File: src/rtl/instr_fetch.sv
// rtl/instr_fetch.sv - instruction fetch stage: PC, RAM address, IF/ID register, IDLE/RUN/HALT FSM.
// Optional halt-on-instruction capture is enabled by defining FETCH_HALT_INSTR_EN.
module instr_fetch #(
    parameter logic [31:0] RESET_PC   = 32'h0000_0000,
    parameter int          IMEM_BYTES = 4096,
    parameter logic [31:0] HALT_INSTR = 32'hFFFF_FFFF
) (
    input  logic        clk,
    input  logic        reset,
    input  logic        start_fetch_i,
    input  logic        halt_fetch_i,
    input  logic        stall_fetch_i,
    input  logic        redirect_en_fetch_i,
    input  logic [31:0] redirect_pc_fetch_i,
    input  logic [31:0] instr_imem_fetch_i,
    output logic [31:0] addr_imem_fetch_o,
    output logic [31:0] instr_fetch_o,
    output logic [31:0] pc_fetch_o,
    output logic [31:0] pc_plus4_fetch_o,
    output logic        valid_fetch_o,
    output logic        halted_fetch_o
);

    localparam logic [31:0] PC_MASK = 32'(IMEM_BYTES - 1);
`ifdef FETCH_HALT_INSTR_EN
    localparam logic HALT_INSTR_EN = 1'b1;
`else
    localparam logic HALT_INSTR_EN = 1'b0;
`endif

    typedef enum logic [1:0] {
        S_IDLE,
        S_RUN,
        S_HALT
    } state_t;

    state_t      state_q, state_d;
    logic [31:0] pc_q, pc_d;
    logic [31:0] instr_q, instr_d;
    logic [31:0] if_pc_q, if_pc_d;
    logic [31:0] if_pc4_q, if_pc4_d;
    logic        valid_q, valid_d;

    logic [31:0] pc_inc;
    logic [31:0] redirect_pc;
    logic        is_halt_instr;

    assign pc_inc        = (pc_q + 32'd4) & PC_MASK;
    assign redirect_pc   = redirect_pc_fetch_i & PC_MASK & ~32'd3;
    assign is_halt_instr = HALT_INSTR_EN && (instr_imem_fetch_i == HALT_INSTR);

    always_comb begin
        state_d  = state_q;
        pc_d     = pc_q;
        instr_d  = instr_q;
        if_pc_d  = if_pc_q;
        if_pc4_d = if_pc4_q;
        valid_d  = valid_q;
        case (state_q)
            S_IDLE: begin
                valid_d = 1'b0;
                if (redirect_en_fetch_i) begin
                    pc_d = redirect_pc;
                end
                if (halt_fetch_i) begin
                    state_d = S_HALT;
                end else if (start_fetch_i) begin
                    state_d = S_RUN;
                end
            end
            S_RUN: begin
                if (halt_fetch_i) begin
                    state_d = S_HALT;
                    valid_d = 1'b0;
                end else if (redirect_en_fetch_i) begin
                    pc_d    = redirect_pc;
                    valid_d = 1'b0;
                end else if (!stall_fetch_i) begin
                    instr_d  = instr_imem_fetch_i;
                    if_pc_d  = pc_q;
                    if_pc4_d = pc_inc;
                    valid_d  = 1'b1;
                    // A halt instruction is delivered downstream but the PC parks on it.
                    if (is_halt_instr) begin
                        state_d = S_HALT;
                    end else begin
                        pc_d = pc_inc;
                    end
                end
            end
            S_HALT: begin
                valid_d = 1'b0;
            end
            default: begin
                state_d = S_IDLE;
                valid_d = 1'b0;
            end
        endcase
    end

    always_ff @(posedge clk or posedge reset) begin
        if (reset) begin
            state_q  <= S_IDLE;
            pc_q     <= RESET_PC;
            instr_q  <= 32'd0;
            if_pc_q  <= 32'd0;
            if_pc4_q <= 32'd0;
            valid_q  <= 1'b0;
        end else begin
            state_q  <= state_d;
            pc_q     <= pc_d;
            instr_q  <= instr_d;
            if_pc_q  <= if_pc_d;
            if_pc4_q <= if_pc4_d;
            valid_q  <= valid_d;
        end
    end

    assign addr_imem_fetch_o = pc_q;
    assign instr_fetch_o     = instr_q;
    assign pc_fetch_o        = if_pc_q;
    assign pc_plus4_fetch_o  = if_pc4_q;
    assign valid_fetch_o     = valid_q;
    assign halted_fetch_o    = (state_q == S_HALT);

endmodule

File: config.mk
export PLATFORM = sky130hd
export DESIGN_NAME = instr_fetch
export DESIGN_NICKNAME = d
export VERILOG_FILES = /design/src/rtl/instr_fetch.sv
export SDC_FILE = /design/constraint.sdc
export NUM_CORES = 1
export LEC_CHECK = 0
export BUFFER_PORTS_ARGS = -buffer_cell sky130_fd_sc_hd__clkbuf_2
export CAP_MARGIN = 10
export CORE_AREA = 4 4 93 95
export CTS_CLUSTER_SIZE = 25
export DETAILED_ROUTE_END_ITERATION = 6
export DIE_AREA = 0 0 97 99
export PLACE_DENSITY_LB_ADDON = 0.2
export SETUP_SLACK_MARGIN = 0.4
export SYNTH_ARGS = -nofsm -noshare
export SYNTH_HDL_FRONTEND = slang
export SYNTH_SLANG_ARGS = --single-unit
File: constraint.sdc
create_clock -name clk -period 2.35 [get_ports clk]
set_input_delay 0.1175 -clock clk [delete_from_list [all_inputs] [get_ports clk]]
set_output_delay 0.1175 -clock clk [all_outputs]
set_load 0.03 [all_outputs]
==> flow_metrics.tcl, run 1 <==
set metrics [dict create \
    drv_slew 0 \
    synth_area_leader_cell "dfrtp_1" \
    synth_compound_area_share_pct 7.129 \
    p_leak_nw 2.403 \
    port_buffers 111 \
    hold_class "in2reg" \
    track_usage_pct 17.01 \
    clockRootBuffer "clkbuf_8" \
    fp.dieH_um 99 \
    avgRoutedWirePerCell_um 12.77 \
    worst_pin_slew_ps 551.0 \
    period_minus_slack_ps 1766 \
    drive_gt1_share_pct 27.48 \
    utilization_pct 54.91 \
    ant_nets 0 \
    area_growth_syn_to_layout_pct 28.59 \
    yosys_warnings 0 \
    worstPathMaxFanout 45 \
    cts-buffers-inserted 9 \
    dr.pass1.iters 4 \
    antenna_found_initial 0 \
    status "completed" \
    seq_area_frac_synth_pct 49.30 \
    grt-ovfl-total 0 \
    power.density_nw_per_um2 1118 \
    path_clk_slew_ps 70 \
    endpoint_kind "flop" \
    clock_skew_ps 4.030 \
    synth.mux.area_fraction_pct 0 \
    synth_area_um2 3299 \
    io_pins 200 \
    cts-htree-levels 3 \
    yosys.area_share.simple_pct 22.22 \
    peakVddDrop_uv 480.1 \
    setup_tns_ps 0 \
    synth_top_family_by_area "simple AND/OR/NAND/NOR gates" \
    synth_area_per_cell_um2 8.822 \
    grt_pass1_vias 2662 \
    arrival_ps 2020 \
    final_common_cell "nand2_1" \
    vias_per_cell 4.319 \
    startpoint_type "flop" \
    drc_errors 0 \
    synth-seq-cells 65 \
    drt_iter0_markers 86 \
    cts_sinks 65 \
    start_util_pct 42.70 \
    hold_viol 0 \
    fmax_mhz 566.1 \
    ys_types 33 \
    cap_violations 0 \
    placed_area_um2 3689 \
    place.detailed.hpwl_um 5590 \
    rsz0062_at_grt "false" \
    cts_tree "done" \
    num-nets-final 590 \
    dieArea_um2 9603 \
    finalCritPeriodShare_pct 75.17 \
    rows 32 \
    antenna_cells 0 \
    design_area_um2 4243 \
    yosys.area.top_type_share_pct 49.30 \
    synthCells 374 \
    mostFrequentLayoutCells "145 x nand2_1, 111 x clkbuf_2, 66 x conb_1" \
    vias 2704 \
    synth_area_leaders "dfrtp_1 49%, nand2_1 16%, buf_4 15%" \
    setup_viol 0 \
    die_x_um 97 \
    clock_latency_ps 330 \
    synth_adder_area_share_pct 0.3792 \
    clock_path_buffers 2 \
    core_um2 7727 \
    gp_congestion 0.7665 \
    routed_wl_um 7994 \
    synth_xor_area_share_pct 2.124 \
    critical_path_class "reg2reg" \
    slew_headroom_pct 63.21 \
    worstPathRequired_ps 2600 \
    grt_max_degree 46 \
    grt_pass1_wl_um 13250 \
]
==> worst paths after layout <==
check                                        end               from  slack (ps)  depth (start not counted)
max in group asynchronous      instr_fetch_o[23]              reset        1270                          4
max reg2reg                addr_imem_fetch_o[10]         state_q[1]         580                          4
min in group asynchronous          pc_fetch_o[9]              reset         370                          3
min                                   state_q[0]      start_fetch_i          20                          3
min reg2reg                    instr_fetch_o[13]  instr_fetch_o[13]         480                          2
max                        addr_imem_fetch_o[10]         state_q[1]         580                          4
==> cell usage after synthesis, drive strengths merged <==
cell / count
o21ai: 18
or3: 2
o211ai: 1
a22oi: 1
xnor2: 7
nor3b: 2
conb: 1
nor3: 6
nor4: 2
nor2b: 2
a21o: 1
or3b: 1
and3: 2
o21a: 2
buf: 78
nand4: 1
ha: 1
inv: 2
clkbuf: 4
o22a: 1
dfrtp: 65
nand2: 145
a31oi: 2
and2: 1
a21oi: 6
xor2: 1
nor2: 10
o2bb2ai: 3
nand3: 6
==> timing repair <==
item	in CTS	in global routing
resized for setup	1	0
buffers inserted	0	0
endpoints found under the setup margin	12	0
hold buffers	33	0
hold endpoints to repair	56	0
==> logic make-up after synthesis <==
| kind of cell | count (synthesis) |
|---|---|
| AO/OA/AOI/OAI | 35 |
| XOR/XNOR | 8 |
| adder cells (fa/ha/maj) | 1 |
| buffers and inverters | 84 |
| flip-flops | 65 |
| other | 1 |
| AND/OR/NAND/NOR | 180 |
==> report_power, final <==
part           total (mW)  leakage [nW]  internal [mW]  switching (mW)
Combinational        1.92          1.42          0.555            1.36
Sequential           1.79         0.865           1.47           0.320
Clock                1.04         0.113          0.625           0.416
==> area by class of cell <==
| class | instances | area [um2] |
|---|---|---|
| Multi-Input combinational cell | 290 | 1310 |
| Inverter | 2 | 7.507 |
| Clock buffer | 11 | 141.4 |
| Sequential cell | 65 | 1627 |
| Clock inverter | 5 | 78.83 |
| Fill cell | 747 | 3485 |
| Tap cell | 102 | 127.6 |
| Timing Repair Buffer | 151 | 950.9 |
==> critical path, stage by stage, from the launching register on <==
cell	delay, ps
dfrtp_1	420
or3b_1	380
or3_4	450
buf_12	220
o211ai_1	190
==> routing by layer <==
metal	share of wire (%)	vias up	GRT usage [%]
met1	43	1237	21.28
met5	0	-	0
met3	7.0	13	4.600
li1	-	1346	-
met4	2.0	0	6.803
met2	48	108	28.03
==> flip-flops by register name, summed over array words and instances (netlist names) <==
signal             cells
addr_imem_fetch_o     10
state_q                2
instr_fetch_o         32
pc_fetch_o            10
pc_plus4_fetch_o      10
valid_fetch_o          1
==> through the flow <==
step | total power, mW | hold slack, ps | setup WS (ps) | std cells
after global routing | 5.043 | 2.198 | 496.0 | 626
final | 4.745 | 16.45 | 583.6 | 626
after detailed placement | 3.695 | 189.2 | 380.4 | 577
after CTS | 4.803 | 8.970 | 578.5 | 626
after global placement | 3.650 | 189.1 | 400.9 | 577
after floorplan | 3.174 | 188.3 | 606.0 | 439
Note: power is estimated with default switching activity, not from simulation.
==> inputs of run 2 (changes only) <==
--- a/config.mk
+++ b/config.mk
@@ -7,10 +7,10 @@
 export LEC_CHECK = 0
 export BUFFER_PORTS_ARGS = -buffer_cell sky130_fd_sc_hd__clkbuf_2
 export CAP_MARGIN = 10
-export CORE_AREA = 4 4 93 95
+export CORE_AREA = 4 4 97 99
 export CTS_CLUSTER_SIZE = 25
 export DETAILED_ROUTE_END_ITERATION = 6
-export DIE_AREA = 0 0 97 99
+export DIE_AREA = 0 0 101 103
 export PLACE_DENSITY_LB_ADDON = 0.2
 export SETUP_SLACK_MARGIN = 0.4
 export SYNTH_ARGS = -nofsm -noshare
==> constraint.sdc (replaced) <==
create_clock -name clk -period 1.5 [get_ports clk]
set_input_delay 0.075 -clock clk [delete_from_list [all_inputs] [get_ports clk]]
set_output_delay 0.075 -clock clk [all_outputs]
set_load 0.03 [all_outputs]
==> run 2 against run 1 <==
The flow now finishes with violations (negative setup slack); hold slack gained 12 ps; power grew 79%; final cell count grew 6.2%; critical path type unchanged; critical endpoint is now instr_fetch_o[19]; largest power group unchanged.
==> flow_metrics.tcl, run 2 (synthesis results as in run 1) <==
set metrics [dict create \
    power_mw 8.479 \
    cts_sinks 65 \
    clock_path_buffers 2 \
    power.switching_mw 3.558 \
    worstPathMaxFanout 23 \
    core_um2 8551 \
    dieArea_um2 10400 \
    p_int_mw 4.921 \
    layout.cells.non_filler 665 \
    arrival_ps 1850 \
    final_common_cell "nand2_1" \
    start_util_pct 38.59 \
    endpoint_kind "flop" \
    setup_tns_ps -5647 \
    mostFrequentLayoutCells "144 x nand2_1, 100 x clkbuf_2, 66 x conb_1" \
    power.density_nw_per_um2 1772 \
    clkPwrFrac_pct 21.2 \
    drc_errors 0 \
    largest_register_ffs 32 \
    p_leak_nw 2.612 \
    clockRootBuffer "clkbuf_8" \
    finalCritPeriodShare_pct 108.4 \
    cts-buffers-inserted 9 \
    final.fill_count 761 \
    seq_area_um2 1632 \
    grt_pass1_wl_um 13100 \
    hold_viol 0 \
    status "finished, violations left" \
    critical_path_class "reg2reg" \
    clock_skew_ps 9.241 \
    drive_gt1_share_pct 34.83 \
    worst_pin_slew_ps 516.5 \
    violations "negative setup slack" \
    worstPathRequired_ps 1720 \
    port_buffers 111 \
    clock_latency_ps 340 \
    antenna_found_initial 0 \
    multi_input_area_um2 1403 \
    drv_slew 0 \
    grt_max_degree 40 \
    rows 34 \
    avgRoutedWirePerCell_um 12.90 \
    worst_slack_ps -126.0 \
    fp.dieH_um 103 \
    dp.cells 598 \
    comb_power_share_pct 46.7 \
    grt_pass1_vias 2766 \
    cts_tree "done" \
    area_growth_syn_to_layout_pct 45.05 \
    startpoint_type "flop" \
    cts-htree-levels 3 \
    slew_headroom_pct 65.57 \
    period_minus_slack_ps 1626 \
    grt-ovfl-total 0 \
    dr.pass1.iters 4 \
    die_x_um 101 \
    path_clk_slew_ps 80 \
    io_pins 200 \
    place.detailed.hpwl_um 5849 \
    setup_viol 56 \
    fmax_mhz 615.0 \
    peakVddDrop_uv 880.6 \
    vias_per_cell 4.308 \
    ant_nets 0 \
    rsz0062_at_grt "true" \
    hold_class "in2reg" \
    routed_wl_um 8576 \
    gp_congestion 0.7770 \
    antenna_cells 0 \
    track_usage_pct 16.07 \
    switching_share_pct 41.96 \
    drt_iter0_markers 127 \
    num-nets-final 623 \
    vias 2865 \
    cap_violations 0 \
    p_seq_share_pct 32.1 \
]
-- run 2: per-layer routing --
metal	share of wire [%]	GRT usage, %	wire length (um)
met1	44	20.76	3751
met2	47	25.72	3999
met3	7.0	3.180	604
met4	2.6	8.180	221
met5	0	0	0
-- run 2: power by group through the flow --
stage | registers, mW | logic, mW | clock network (mW)
2_1_floorplan | 3.80 | 1.23 | 0
3_3_place_gp | 2.73 | 3.21 | 0
3_5_place_dp | 2.74 | 3.26 | 0
4_1_cts | 2.71 | 3.77 | 1.85
5_1_grt | 2.79 | 4.22 | 1.93
6_report | 2.72 | 3.96 | 1.80
-- run 2: worst paths after layout --
kind / startpoint / depth (start not counted) / end / slack [ps]
min in group asynchronous: reset / 4 / instr_fetch_o[7] / 360
min: redirect_pc_fetch_i[6] / 3 / addr_imem_fetch_o[6] / 30
max in group asynchronous: reset / 4 / addr_imem_fetch_o[9] / 670
min reg2reg: instr_fetch_o[3] / 2 / instr_fetch_o[3] / 480
max: state_q[1] / 5 / instr_fetch_o[19] / -130
max reg2reg: state_q[1] / 5 / instr_fetch_o[19] / -130
-- run 2: worst max-delay path: stages (launching register included) --
cell and delay (ps):
dfrtp_1 380, or3b_4 400, or3_4 400, buf_16 190, nand2_1 80, nand2_1 50
-- run 2: metrics by stage --
stage | util (%) | setup WS [ps] | cell area [um2] | hold slack (ps)
floorplan | - | -213.4 | 3587 | 145.8
finish | 55.97 | -126.0 | 4786 | 27.97
global placement | 44.95 | -197.4 | 3844 | 174.2
detailed placement | 44.95 | -248.0 | 3844 | 168.9
CTS | 54.90 | -115.6 | 4695 | 10.90
global route | 55.97 | -189.4 | 4786 | 21.02
-- run 2: final cells by class --
| class | count | area share (%) |
|---|---|---|
| Clock inverter | 7 | 2.484 |
| Inverter | 2 | 0.2876 |
| Sequential cell | 65 | 34.09 |
| Tap cell | 108 | 2.824 |
| Timing Repair Buffer | 184 | 28.42 |
| Multi-Input combinational cell | 290 | 29.31 |
| Clock buffer | 9 | 2.588 |
-- run 2: repair_timing --
action                                  4_1_cts  5_1_grt
pin swaps                                     1        0
resized for setup                            41       19
endpoints found under the setup margin       74       72
endpoints found under the hold margin       101        0
buffers inserted                              8        5
hold buffers                                 37        0
gates cloned                                  1        0
